**config.mk**
```make
export PLATFORM = sky130hd
export DESIGN_NAME = render_scheduler
export DESIGN_NICKNAME = d
export VERILOG_FILES = /design/src/rtl/render_scheduler.sv
export SDC_FILE = /design/constraint.sdc
export NUM_CORES = 1
export LEC_CHECK = 0
export CAP_MARGIN = 15
export CORE_ASPECT_RATIO = 0.8
export CORE_MARGIN = 10
export CORE_UTILIZATION = 55
export CTS_CLUSTER_DIAMETER = 60
export DETAILED_ROUTE_END_ITERATION = 8
export GPL_ROUTABILITY_DRIVEN = 0
export PLACE_DENSITY = 0.86
export SYNTH_ARGS = -nofsm -noshare
export SYNTH_HDL_FRONTEND = slang
export SYNTH_SLANG_ARGS = --single-unit
```
**constraint.sdc**
```tcl
create_clock -name clock -period 4.6 [get_ports clock]
set_input_delay 0.92 -clock clock [delete_from_list [all_inputs] [get_ports clock]]
set_output_delay 0.92 -clock clock [all_outputs]
set_load 0.05 [all_outputs]
```
**src/rtl/render_scheduler.sv**
```systemverilog
// Frame sequencer for the rasterization datapath: hands objects one at a time to
// the rasterizer array, waits for all units and the depth comparator, then fetches the next.
module render_scheduler #(
    parameter int UNITS          = 16,
    parameter int SETTLE_CYCLES  = 2,
    parameter int TIMEOUT_CYCLES = 65535,
    parameter int CNT_W          = 16
) (
    input  logic             clock,
    input  logic             reset,
    input  logic             next_frame,
    input  logic             read_end,
    input  logic [UNITS-1:0] task_complete,
    input  logic             dc_all_complete,
    output logic             next_object,
    output logic             tasks_complete,
    output logic             busy,
    output logic [CNT_W-1:0] object_count,
    output logic [CNT_W-1:0] frame_count,
    output logic             timeout_error,
    output logic             overrun_error
);

    localparam int SET_W = (SETTLE_CYCLES > 1) ? $clog2(SETTLE_CYCLES) : 1;
    localparam int WD_W  = $clog2(TIMEOUT_CYCLES);
    localparam logic [SET_W-1:0] SETTLE_LAST = SET_W'(SETTLE_CYCLES - 1);
    localparam logic [WD_W-1:0]  WD_LAST     = WD_W'(TIMEOUT_CYCLES - 1);

    typedef enum logic [2:0] {
        IDLE   = 3'd0,
        FETCH  = 3'd1,
        LAUNCH = 3'd2,
        RUN    = 3'd3,
        DRAIN  = 3'd4,
        DONE   = 3'd5
    } state_t;

    state_t           state;
    state_t           state_nxt;
    logic [SET_W-1:0] settle_cnt;
    logic [WD_W-1:0]  wd_cnt;
    logic             frame_start;
    logic             frame_empty;
    logic             launch;
    logic             obj_done;
    logic             wd_fire;

    always_ff @(posedge clock or posedge reset) begin
        if (reset) begin
            state <= IDLE;
        end else begin
            state <= state_nxt;
        end
    end

    // A normal completion takes priority over the watchdog in the same cycle.
    always_comb begin
        state_nxt   = state;
        frame_start = 1'b0;
        frame_empty = 1'b0;
        launch      = 1'b0;
        obj_done    = 1'b0;
        wd_fire     = 1'b0;
        case (state)
            IDLE, DONE: begin
                if (next_frame) begin
                    state_nxt   = FETCH;
                    frame_start = 1'b1;
                end
            end
            FETCH: begin
                if (read_end) begin
                    state_nxt   = DONE;
                    frame_empty = 1'b1;
                end else begin
                    state_nxt = LAUNCH;
                    launch    = 1'b1;
                end
            end
            LAUNCH: begin
                if (settle_cnt == SETTLE_LAST) state_nxt = RUN;
            end
            RUN: begin
                if (&task_complete) begin
                    state_nxt = DRAIN;
                end else if (wd_cnt == WD_LAST) begin
                    state_nxt = FETCH;
                    wd_fire   = 1'b1;
                end
            end
            DRAIN: begin
                if (dc_all_complete) begin
                    state_nxt = FETCH;
                    obj_done  = 1'b1;
                end else if (wd_cnt == WD_LAST) begin
                    state_nxt = FETCH;
                    wd_fire   = 1'b1;
                end
            end
            default: state_nxt = IDLE;
        endcase
    end

    always_comb begin
        busy = (state == FETCH) || (state == LAUNCH) || (state == RUN) || (state == DRAIN);
    end

    always_ff @(posedge clock or posedge reset) begin
        if (reset) begin
            settle_cnt     <= '0;
            wd_cnt         <= '0;
            next_object    <= 1'b0;
            tasks_complete <= 1'b0;
            object_count   <= '0;
            frame_count    <= '0;
            timeout_error  <= 1'b0;
            overrun_error  <= 1'b0;
        end else begin
            settle_cnt  <= (state == LAUNCH) ? settle_cnt + SET_W'(1) : '0;
            wd_cnt      <= (state == RUN || state == DRAIN) ? wd_cnt + WD_W'(1) : '0;
            next_object <= launch;

            if (frame_start) begin
                tasks_complete <= 1'b0;
            end else if (frame_empty) begin
                tasks_complete <= 1'b1;
            end

            if (frame_start) begin
                frame_count  <= frame_count + CNT_W'(1);
                object_count <= '0;
            end else if (obj_done && (object_count != {CNT_W{1'b1}})) begin
                object_count <= object_count + CNT_W'(1);
            end

            if (wd_fire) timeout_error <= 1'b1;
            if (busy && next_frame) overrun_error <= 1'b1;
        end
    end

endmodule

```
=== Yosys cells after proc, flatten, opt, wreduce, memory -nomap -nowiden ===
Cells that the tools add are included.
W data, S select, Z words.

* Register bits: 56
* Input port bits: 21

* Equality and inequality tests: 9
* Add/sub/neg operators: 4
* Multiplexer cells: 25
* Reduce and logical (&&, ||, !) cells: 12

{| class="wikitable"
|+ Operator list
! operator !! number
|-
| $add A16 B1 Y16 const B || 3
|-
| $mux W16 || 3
|-
| $mux W3 || 6
|-
| $eq A16 B16 Y1 const B || 1
|-
| $ne A16 B16 Y1 const B || 1
|-
| $reduce_and A16 Y1 || 1
|-
| $pmux W3 S5 || 1
|-
| $mux W1 || 14
|-
| $eq A3 B2 Y1 const B || 2
|-
| $eq A3 B3 Y1 const B || 2
|-
| $logic_or A1 B1 Y1 || 4
|-
| $ne A2 B2 Y1 const B || 2
|-
| $reduce_bool A2 Y1 || 2
|-
| $eq A3 B1 Y1 const B || 1
|-
| $logic_not A3 Y1 || 1
|-
| $logic_and A1 B1 Y1 || 2
|-
| $pmux W1 S2 || 1
|-
| $reduce_and A2 Y1 || 1
|-
| $reduce_or A2 Y1 || 1
|-
| $add A1 B1 Y1 const B || 1
|}

=== Logic depth before layout (Yosys ltp) ===
Gate-level depths: netlist (run 1).

* Word-level depth: 5
* Gate-level depth with buffers: 7
* Gate-level depth less buffers: 6

=== Worst setup path after synthesis (run 1) ===
Ideal clock, no wire load.

* Path type: flip-flop to output port
* Start point: reg state[2]
* End point: out busy
* Path slack: 2,298 ps
* Arrival: 1,382 ps
* Buffers on the path: 1
* Stages on the path, launching flop included: 3
* Cells stage by stage: dfrtp_1 buf_2 xnor2_1

* Longest elaborated chain between the ends: 4
* Elaborated cells between the ends (all ways): 7

{| class="wikitable"
|+ RTL lines
! element !! RTL line !! source
|-
| start: declaration || 38 || <nowiki>state_t state;</nowiki>
|-
| start signal: assignment || 52 || <nowiki>state <= state_nxt;</nowiki>
|-
| $eq A3 B1 Y1 / $eq A3 B2 Y1 (equally long branches) || 105 || <nowiki>busy = (state == FETCH) || (state == LAUNCH) || (state == RUN) || (state == DRAIN);</nowiki>
|-
| $logic_or A1 B1 Y1 (2 in series) || 105 ||
|-
| $logic_or A1 B1 Y1 (*) || 105 ||
|-
| end: declaration || 17 || <nowiki>output logic busy,</nowiki>
|}

Mark *: on every way between the ends. The rest lies on a longest branch, timed or not.

=== Worst setup path after layout (run 1) ===
* Start point: reg state[0]
* End point: out busy

Same word-level chain as after synthesis.

==> flow_summary.html, run 1 <==
<table>
<tr><th>Metric</th><th>Value</th></tr>
<tr><th colspan="2">Setup path</th></tr>
<tr><td>CP startpoint kind</td><td>flop</td></tr>
<tr><td>Reg-to-reg setup timing slack</td><td>2.44 ns</td></tr>
<tr><td>End point of the critical path</td><td>busy</td></tr>
<tr><td>Worst flop-to-flop path startpoint</td><td>state[0]$_DFFE_PP0P_</td></tr>
<tr><td>Endpoint of the worst register-to-register path</td><td>object_count[11]$_DFFE_PP0P_</td></tr>
<tr><td>R2r worst-path depth</td><td>4</td></tr>
<tr><td>Type of destination of the critical path</td><td>output pin</td></tr>
<tr><td>Data required time at the worst endpoint</td><td>3.68 ns</td></tr>
<tr><td>Critical Path AT</td><td>2.15 ns</td></tr>
<tr><td>Critical path peak fanout</td><td>17</td></tr>
<tr><td>First element of the critical path</td><td>state[0]$_DFFE_PP0P_</td></tr>
<tr><td>Kind of critical path</td><td>reg -&gt; out</td></tr>
<tr><th colspan="2">Global routing</th></tr>
<tr><td>Global-route wire length before repair</td><td>around 12 mm</td></tr>
<tr><td>Largest net degree at the start of global routing</td><td>35</td></tr>
<tr><td>Antenna violations before repair</td><td>0</td></tr>
<tr><td>Final global-route overflow total</td><td>0</td></tr>
<tr><td>Combined global-route utilization of all metal layers</td><td>16.2%</td></tr>
<tr><td>Number of global-route vias before repair</td><td>2484</td></tr>
<tr><th colspan="2">Clock network</th></tr>
<tr><td>CTS sink count</td><td>56</td></tr>
<tr><td>Hold-fix buffer count after cts</td><td>0</td></tr>
<tr><td>Clock tree from TritonCTS</td><td>done</td></tr>
<tr><td>TritonCTS buffer count</td><td>5</td></tr>
<tr><td>H-Tree Depth</td><td>2</td></tr>
<tr><td>Clock transition time at the flip-flop clock pins of the worst setup and hold paths</td><td>0.10 ns</td></tr>
<tr><td>Clock buffer depth</td><td>2</td></tr>
<tr><td>Worst-skew pair later-pin latency</td><td>0.31 ns</td></tr>
<tr><td>Clock root buffer master</td><td>sky130_fd_sc_hd__clkbuf_8</td></tr>
<tr><td>Count of cells resized by post-cts repair</td><td>0</td></tr>
<tr><td>Post-CTS Setup Bufs</td><td>0</td></tr>
<tr><th colspan="2">Logic synthesis</th></tr>
<tr><td>Synth Area in Simple Gates</td><td>27.4%</td></tr>
<tr><td>Count of flip-flops with a built-in enable after synthesis</td><td>0</td></tr>
<tr><td>Most area-hungry cell type in the Yosys netlist</td><td>sky130_fd_sc_hd__dfrtp_1</td></tr>
<tr><td>Synthesized-area fraction occupied by adder cells</td><td>around 1.7%</td></tr>
<tr><td>Leading cell types by total area after synthesis</td><td>sky130_fd_sc_hd__dfrtp_1, sky130_fd_sc_hd__xnor2_1, sky130_fd_sc_hd__xor2_1</td></tr>
<tr><td>Ys Warns</td><td>0</td></tr>
<tr><td>Synthesized-area fraction occupied by xor and xnor cells</td><td>approximately 8.2%</td></tr>
<tr><td>Share of synthesized registers carrying an async set or reset</td><td>100%</td></tr>
<tr><td>Total nets after synthesis</td><td>322</td></tr>
<tr><td>Count of mapped cells out of synthesis</td><td>297</td></tr>
<tr><td>Post-synth top flop</td><td>sky130_fd_sc_hd__dfrtp_1</td></tr>
<tr><td>Cell variety after synth</td><td>43</td></tr>
<tr><td>Flip-flop and latch count after synthesis</td><td>56</td></tr>
<tr><td>Proportion of synthesized chip area in sequential cells</td><td>48.5%</td></tr>
<tr><td>Average footprint of a synthesized cell</td><td>9.72 sq um</td></tr>
<tr><td>Combinational family with the most area after synthesis</td><td>simple AND/OR/NAND/NOR gates</td></tr>
<tr><td>Post-synthesis instance area</td><td>2890 sq um</td></tr>
<tr><td>Complex-gate fraction of the synthesized area</td><td>9.79%</td></tr>
<tr><td>Fraction of post-synthesis cell area in the top cell type by area</td><td>48.5%</td></tr>
<tr><td>Proportion of synthesized area in mux cells</td><td>1.39%</td></tr>
<tr><th colspan="2">Routing</th></tr>
<tr><td>Total number of vias</td><td>between 2000 and 2500</td></tr>
<tr><td>Total Routed Length</td><td>6.91 mm</td></tr>
<tr><td>Ratio of routed vias to standard cells</td><td>5.96</td></tr>
<tr><td>DRC violations left</td><td>0</td></tr>
<tr><td>Antenna-violating nets left</td><td>0</td></tr>
<tr><td>Average wire per standard cell</td><td>approximately 17 um</td></tr>
<tr><td>Starting DRT DRC Count</td><td>around 110</td></tr>
<tr><td>Detailed-routing iteration count for the pre-antenna-repair pass</td><td>4</td></tr>
<tr><th colspan="2">Worst hold path</th></tr>
<tr><td>Source of the worst hold timing path</td><td>settle_cnt$_DFF_PP0_</td></tr>
<tr><td>Class of the tightest hold or removal check</td><td>reg -&gt; reg</td></tr>
<tr><th colspan="2">Die</th></tr>
<tr><td>Die boundary width</td><td>101 um</td></tr>
<tr><td>Core ar.</td><td>5040 sq um</td></tr>
<tr><td>Number of rows created at floorplan</td><td>23</td></tr>
<tr><td>Vertical die dimension</td><td>84.8 um</td></tr>
<tr><td>Effective utilization at floorplan</td><td>57.3%</td></tr>
<tr><td>Number of top-level pins</td><td>58</td></tr>
<tr><td>Area enclosed by the die boundary</td><td>8570 sq um</td></tr>
<tr><th colspan="2">Final layout</th></tr>
<tr><td>Cell area after layout</td><td>about 3600 sq um</td></tr>
<tr><td>Most frequent cells in the layout</td><td>sky130_fd_sc_hd__clkdlybuf4s50_1, sky130_fd_sc_hd__dfrtp_1, sky130_fd_sc_hd__nand2_1</td></tr>
<tr><td>Layout net count</td><td>378</td></tr>
<tr><td>Antenna diode instance count</td><td>0</td></tr>
<tr><td>Area grow syn2layout</td><td>24.0%</td></tr>
<tr><td>Layout Cells excl Fill</td><td>415</td></tr>
<tr><td>Most common cell after layout, fill and taps aside</td><td>sky130_fd_sc_hd__clkdlybuf4s50_1</td></tr>
<tr><td>Fraction of layout instances using a drive strength above 1</td><td>under 10%</td></tr>
<tr><td>Number of fill cells in the layout</td><td>385</td></tr>
<tr><th colspan="2">STA</th></tr>
<tr><td>Final number of max-transition violations</td><td>0</td></tr>
<tr><td>Highest attainable clock frequency</td><td>326 MHz</td></tr>
<tr><td>Crit path time final</td><td>roughly 3 ns</td></tr>
<tr><td>RSZ-0062 raised after global routing</td><td>false</td></tr>
<tr><td>Endpoints failing hold</td><td>0</td></tr>
<tr><td>Clk_skew</td><td>~0.014 ns</td></tr>
<tr><td>Setup WS post-layout</td><td>around 1.5 ns</td></tr>
<tr><td>Transition time at the pin with the least slew margin</td><td>0.703 ns</td></tr>
<tr><td>Headroom to the max-slew limit</td><td>53.1%</td></tr>
<tr><td>Final setup TNS</td><td>0 ns</td></tr>
<tr><td>Fin crit share</td><td>66.7%</td></tr>
<tr><td>Total of endpoints with negative setup slack in the final report</td><td>0</td></tr>
<tr><th colspan="2">Placed design</th></tr>
<tr><td>Cell count after placement</td><td>408</td></tr>
<tr><td>Port Buffers</td><td>57</td></tr>
<tr><td>Post-DP HPWL</td><td>about 5.0 mm</td></tr>
<tr><td>Placement-stage cell area</td><td>about 3500 sq um</td></tr>
<tr><td>Post-placement setup slack</td><td>1.65 ns</td></tr>
<tr><th colspan="2">Flow run</th></tr>
<tr><td>Number of max-capacitance violations reported</td><td>0</td></tr>
<tr><th colspan="2">Pwr</th></tr>
<tr><td>Pleak</td><td>1.47 nW</td></tr>
<tr><td>IR drop worst, VDD</td><td>0.359 mV</td></tr>
<tr><td>Power per Cell Area</td><td>353 nW/um^2</td></tr>
<tr><th colspan="2">Status</th></tr>
<tr><td>Result of the run</td><td>finished, final reports clean</td></tr>
</table>
==> worst max-delay path, stage by stage (launching register included) <==
cell	delay, ns
sky130_fd_sc_hd__dfrtp_1	0.66
sky130_fd_sc_hd__nor2_1	0.11
sky130_fd_sc_hd__xnor2_1	0.23
sky130_fd_sc_hd__clkdlybuf4s50_1	0.86
==> per-stage QoR <==
stage | hold WS [ns] | total power [W] | utilization, %
2_1_floorplan | 0.398 | 0.000898 | -
3_3_place_gp | 0.424 | 0.000996 | 69.5
3_5_place_dp | 0.426 | 0.00101 | 69.5
4_1_cts | 0.449 | 0.00127 | 71.1
5_1_grt | 0.467 | 0.00133 | 71.1
6_report | 0.451 | 0.00126 | 71.1
==> logic make-up (layout without fill, tap and decap cells) <==
group                    Yosys count  in the layout
adder cells (fa/ha/maj)            4              4
multiplexers                       4              4
flip-flops                        56             56
AND/OR/NAND/NOR                  142            142
AO/OA/AOI/OAI                     45             45
buffers and inverters             19             75
XOR/XNOR                          27             27
==> Yosys cell counts (3+ instances only) <==
cell type                   n
sky130_fd_sc_hd__and3_1     5
sky130_fd_sc_hd__nor2_1    21
sky130_fd_sc_hd__xor2_1    13
sky130_fd_sc_hd__nand2_1   30
sky130_fd_sc_hd__o21ai_0   14
sky130_fd_sc_hd__or4_1      6
sky130_fd_sc_hd__and4_1     7
sky130_fd_sc_hd__nand3_1   19
sky130_fd_sc_hd__dfrtp_1   56
sky130_fd_sc_hd__a21oi_1   12
sky130_fd_sc_hd__nor4_1     6
sky130_fd_sc_hd__xnor2_1   14
sky130_fd_sc_hd__inv_1      9
sky130_fd_sc_hd__and2_1     3
sky130_fd_sc_hd__o211ai_1   3
sky130_fd_sc_hd__or3_1     11
sky130_fd_sc_hd__nor3_1     6
sky130_fd_sc_hd__o31ai_1    4
sky130_fd_sc_hd__nand4_1   18
sky130_fd_sc_hd__clkbuf_1   6
sky130_fd_sc_hd__ha_1       4
sky130_fd_sc_hd__mux2i_1    4
==> state kept, by name, summed over array words and instances, names as in the netlist <==
register        count
frame_count        16
next_object         1
object_count       16
overrun_error       1
settle_cnt          1
state               3
tasks_complete      1
timeout_error       1
wd_cnt             16
==> area by class of cell <==
class / count / area [sq um] / area share [%]
flip-flops and latches: 56 / 1400 / 39.1
inverters: 9 / 33.8 / 0.943
well taps: 62 / 77.6 / 2.17
clock inverters: 2 / 12.5 / 0.349
multi-input cells: 222 / 1400 / 39.1
repair buffers: 59 / 586 / 16.4
clock buffers: 5 / 68.8 / 1.92
==> worst min-delay path by stage <==
stage,to,slack [ns],cells after the start
after detailed placement,settle_cnt$_DFF_PP0_,0.43,1
after floorplan,settle_cnt$_DFF_PP0_,0.40,1
after global placement,settle_cnt$_DFF_PP0_,0.42,1
final,settle_cnt$_DFF_PP0_,0.45,1
after global routing,settle_cnt$_DFF_PP0_,0.47,1
after CTS,settle_cnt$_DFF_PP0_,0.45,1
==> metal layers <==
layer / vias up / part of all wire, % / global-route usage, %
met3: 2 / 8.2 / 5.19
met4: 0 / 0.69 / 6.07
met2: 85 / 47 / 25.4
met1: 1195 / 44 / 20.4
li1: 1192 / - / -
met5: - / 0 / 0
==> power by group <==
part	leakage [nW]	total, W	switching (W)	internal, W
sequential	0.740	0.000623	0.0000828	0.000541
combinational	0.689	0.000383	0.000246	0.000137
clock	0.0400	0.000258	0.000154	0.000104
Power figures use the tool's default switching activity.
==> run 2, diff against run 1 <==
--- a/config.mk
+++ b/config.mk
@@ -8,11 +8,11 @@
 export CAP_MARGIN = 15
 export CORE_ASPECT_RATIO = 0.8
 export CORE_MARGIN = 10
-export CORE_UTILIZATION = 55
+export CORE_UTILIZATION = 51
 export CTS_CLUSTER_DIAMETER = 60
 export DETAILED_ROUTE_END_ITERATION = 8
 export GPL_ROUTABILITY_DRIVEN = 0
-export PLACE_DENSITY = 0.86
+export PLACE_DENSITY = 0.8
 export SYNTH_ARGS = -nofsm -noshare
 export SYNTH_HDL_FRONTEND = slang
 export SYNTH_SLANG_ARGS = --single-unit
==> constraint.sdc (replaced) <==
create_clock -name clock -period 3.11 [get_ports clock]
set_input_delay 0.622 -clock clock [delete_from_list [all_inputs] [get_ports clock]]
set_output_delay 0.622 -clock clock [all_outputs]
set_load 0.05 [all_outputs]
==> flow_summary.html, run 2 (synthesis results as in run 1) <==
<table>
<tr><th>Metric</th><th>Value</th></tr>
<tr><th colspan="2">Clock network</th></tr>
<tr><td>Clock tree from TritonCTS</td><td>done</td></tr>
<tr><td>Clock buffer depth</td><td>2</td></tr>
<tr><td>CTS sink count</td><td>56</td></tr>
<tr><td>Hold-fix buffer count after cts</td><td>0</td></tr>
<tr><td>Clock transition time at the flip-flop clock pins of the worst setup and hold paths</td><td>0.10 ns</td></tr>
<tr><td>TritonCTS buffer count</td><td>5</td></tr>
<tr><td>Count of cells resized by post-cts repair</td><td>0</td></tr>
<tr><td>Worst-skew pair later-pin latency</td><td>0.32 ns</td></tr>
<tr><td>Clock root buffer master</td><td>sky130_fd_sc_hd__clkbuf_8</td></tr>
<tr><td>H-Tree Depth</td><td>2</td></tr>
<tr><td>Post-CTS Setup Bufs</td><td>0</td></tr>
<tr><th colspan="2">Pwr</th></tr>
<tr><td>Sum of internal, switching and leakage power</td><td>0.00198 W</td></tr>
<tr><td>Int Power</td><td>0.00126 W</td></tr>
<tr><td>Fraction of power consumed by the clock network</td><td>24.7%</td></tr>
<tr><td>Pleak</td><td>1.49 nW</td></tr>
<tr><td>Register share of total power</td><td>45.3%</td></tr>
<tr><td>Fraction of power consumed by combinational cells</td><td>30.0%</td></tr>
<tr><td>Switching power</td><td>0.000724 W</td></tr>
<tr><td>Power per Cell Area</td><td>542 nW/um^2</td></tr>
<tr><td>Switching fraction of total power</td><td>36.6%</td></tr>
<tr><td>IR drop worst, VDD</td><td>0.379 mV</td></tr>
<tr><th colspan="2">Final layout</th></tr>
<tr><td>Most common cell after layout, fill and taps aside</td><td>sky130_fd_sc_hd__clkdlybuf4s50_1</td></tr>
<tr><td>Antenna diode instance count</td><td>0</td></tr>
<tr><td>Layout Cells excl Fill</td><td>433</td></tr>
<tr><td>Layout net count</td><td>379</td></tr>
<tr><td>Most frequent cells in the layout</td><td>sky130_fd_sc_hd__clkdlybuf4s50_1, sky130_fd_sc_hd__dfrtp_1, sky130_fd_sc_hd__nand2_1</td></tr>
<tr><td>Area grow syn2layout</td><td>26.4%</td></tr>
<tr><td>Largest registers</td><td>frame_count: 16 flops, object_count: 16 flops, wd_cnt: 16 flops</td></tr>
<tr><td>Fraction of layout instances using a drive strength above 1</td><td>4.51%</td></tr>
<tr><td>Util after Layout</td><td>66.8%</td></tr>
<tr><th colspan="2">Status</th></tr>
<tr><td>Result of the run</td><td>finished, final reports clean</td></tr>
<tr><th colspan="2">Setup path</th></tr>
<tr><td>CP Cell Sequence</td><td>nor2_1 -&gt; xnor2_1 -&gt; clkdlybuf4s50_1</td></tr>
<tr><td>First element of the critical path</td><td>state[1]$_DFFE_PP0P_</td></tr>
<tr><td>Worst flop-to-flop path startpoint</td><td>state[0]$_DFFE_PP0P_</td></tr>
<tr><td>R2r worst-path depth</td><td>5</td></tr>
<tr><td>End point of the critical path</td><td>busy</td></tr>
<tr><td>Slowest stage cell on the critical path</td><td>sky130_fd_sc_hd__clkdlybuf4s50_1</td></tr>
<tr><td>Kind of critical path</td><td>reg -&gt; out</td></tr>
<tr><td>Reg-to-reg setup timing slack</td><td>1.01 ns</td></tr>
<tr><td>CP startpoint kind</td><td>flop</td></tr>
<tr><td>Endpoint of the worst register-to-register path</td><td>object_count[11]$_DFFE_PP0P_</td></tr>
<tr><td>Data required time at the worst endpoint</td><td>around 2.5 ns</td></tr>
<tr><td>Delay contributed by the slowest stage of the critical path</td><td>0.86 ns</td></tr>
<tr><td>Type of destination of the critical path</td><td>output pin</td></tr>
<tr><td>Critical path peak fanout</td><td>11</td></tr>
<tr><td>Critical Path AT</td><td>2.05 ns</td></tr>
<tr><th colspan="2">Die</th></tr>
<tr><td>Number of top-level pins</td><td>58</td></tr>
<tr><td>Number of rows created at floorplan</td><td>24</td></tr>
<tr><td>Die boundary width</td><td>approximately 100 um</td></tr>
<tr><td>Area enclosed by the die boundary</td><td>9090 sq um</td></tr>
<tr><td>Effective utilization at floorplan</td><td>approximately 53%</td></tr>
<tr><td>Core ar.</td><td>5470 sq um</td></tr>
<tr><td>Vertical die dimension</td><td>87.3 um</td></tr>
<tr><th colspan="2">Routing</th></tr>
<tr><td>Detailed-routing iteration count for the pre-antenna-repair pass</td><td>4</td></tr>
<tr><td>Average wire per standard cell</td><td>15.6 um</td></tr>
<tr><td>Antenna-violating nets left</td><td>0</td></tr>
<tr><td>Ratio of routed vias to standard cells</td><td>5.74</td></tr>
<tr><td>Starting DRT DRC Count</td><td>119</td></tr>
<tr><td>Total number of vias</td><td>2486</td></tr>
<tr><td>Total Routed Length</td><td>6.74 mm</td></tr>
<tr><td>DRC violations left</td><td>0</td></tr>
<tr><th colspan="2">STA</th></tr>
<tr><td>Fin crit share</td><td>86.0%</td></tr>
<tr><td>Final number of max-transition violations</td><td>0</td></tr>
<tr><td>Transition time at the pin with the least slew margin</td><td>just over 0.7 ns</td></tr>
<tr><td>RSZ-0062 raised after global routing</td><td>false</td></tr>
<tr><td>Final setup TNS</td><td>0 ns</td></tr>
<tr><td>Crit path time final</td><td>2.67 ns</td></tr>
<tr><td>Clk_skew</td><td>0.0110 ns</td></tr>
<tr><td>Total of endpoints with negative setup slack in the final report</td><td>0</td></tr>
<tr><td>Headroom to the max-slew limit</td><td>between 50% and 60%</td></tr>
<tr><td>Highest attainable clock frequency</td><td>374 MHz</td></tr>
<tr><td>Setup WS post-layout</td><td>0.437 ns</td></tr>
<tr><td>Endpoints failing hold</td><td>0</td></tr>
<tr><th colspan="2">Placed design</th></tr>
<tr><td>Post-placement setup slack</td><td>0.477 ns</td></tr>
<tr><td>Post-DP HPWL</td><td>5.07 mm</td></tr>
<tr><td>Cell count after placement</td><td>approximately 430</td></tr>
<tr><td>Port Buffers</td><td>57</td></tr>
<tr><th colspan="2">Flow run</th></tr>
<tr><td>Number of max-capacitance violations reported</td><td>0</td></tr>
<tr><th colspan="2">Global routing</th></tr>
<tr><td>Antenna violations before repair</td><td>0</td></tr>
<tr><td>Global-route wire length before repair</td><td>11.3 mm</td></tr>
<tr><td>Final global-route overflow total</td><td>0</td></tr>
<tr><td>Largest net degree at the start of global routing</td><td>43</td></tr>
<tr><td>Combined global-route utilization of all metal layers</td><td>14.9%</td></tr>
<tr><td>Number of global-route vias before repair</td><td>about 2400</td></tr>
<tr><th colspan="2">Worst hold path</th></tr>
<tr><td>Class of the tightest hold or removal check</td><td>reg -&gt; reg</td></tr>
</table>
run 2: cell count changes in the layout (fill, tap and decap cells not counted), sizes merged:
cell | before | now
clkbuf | 5 | 6
inv | 9 | 10
clkinv | 1 | 0
buf | 2 | 3
bufinv | 0 | 1
clkinvlp | 1 | 0
run 2: through the flow:
stage	area, sq um	hold slack [ns]
after global placement	3540	0.418
after CTS	3650	0.438
after detailed placement	3540	0.416
after floorplan	2890	0.398
final	3650	0.444
after global routing	3650	0.465
run 2: power by group through the flow:
stage	logic, W	clock network, W	registers [W]
finish	0.000594	0.000489	0.000898
global route	0.000656	0.000521	0.000913
CTS	0.000601	0.000505	0.000897
detailed placement	0.000599	0	0.000910
global placement	0.000586	0	0.000908
floorplan	0.000333	0	0.000995
run 2: worst min path at each step:
stage	start	endpoint	slack [ns]	cells after the start
3_5_place_dp	settle_cnt$_DFF_PP0_	settle_cnt$_DFF_PP0_	0.42	1
2_1_floorplan	settle_cnt$_DFF_PP0_	settle_cnt$_DFF_PP0_	0.40	1
6_report	settle_cnt$_DFF_PP0_	settle_cnt$_DFF_PP0_	0.44	1
4_1_cts	settle_cnt$_DFF_PP0_	settle_cnt$_DFF_PP0_	0.44	1
3_3_place_gp	settle_cnt$_DFF_PP0_	settle_cnt$_DFF_PP0_	0.42	1
5_1_grt	settle_cnt$_DFF_PP0_	settle_cnt$_DFF_PP0_	0.46	1
run 2: critical path: cells and delay by family, from the launching register on:
family / cells / cell delay, ns
xor+xnor: 1 / 0.24
buf+inv: 1 / 0.86
flops: 1 / 0.53
simple gates: 1 / 0.11
run 2: routing by layer:
metal | vias to the layer above | share of wire, % | GRT usage (%)
met2 | 82 | 44 | 22.5
met4 | 0 | 1.4 | 6.05
met3 | 8 | 8.1 | 5.03
met5 | - | 0 | 0
met1 | 1201 | 46 | 19.1
li1 | 1195 | - | -
run 2: area by class of cell:
type                    instances  area (sq um)
inverters                       9          33.8
multi-input cells             222          1400
well taps                      78          97.6
fillers                       462          1810
clock inverters                 2          38.8
repair buffers                 60           606
flip-flops and latches         56          1400
clock buffers                   6          72.6
==> run 3, diff against run 2 <==
--- a/config.mk
+++ b/config.mk
@@ -16,3 +16,4 @@
 export SYNTH_ARGS = -nofsm -noshare
 export SYNTH_HDL_FRONTEND = slang
 export SYNTH_SLANG_ARGS = --single-unit
+export TNS_END_PERCENT = 50
==> results of run 3 <==
The final DEF is identical to that of run 2; final timing and power are the same.
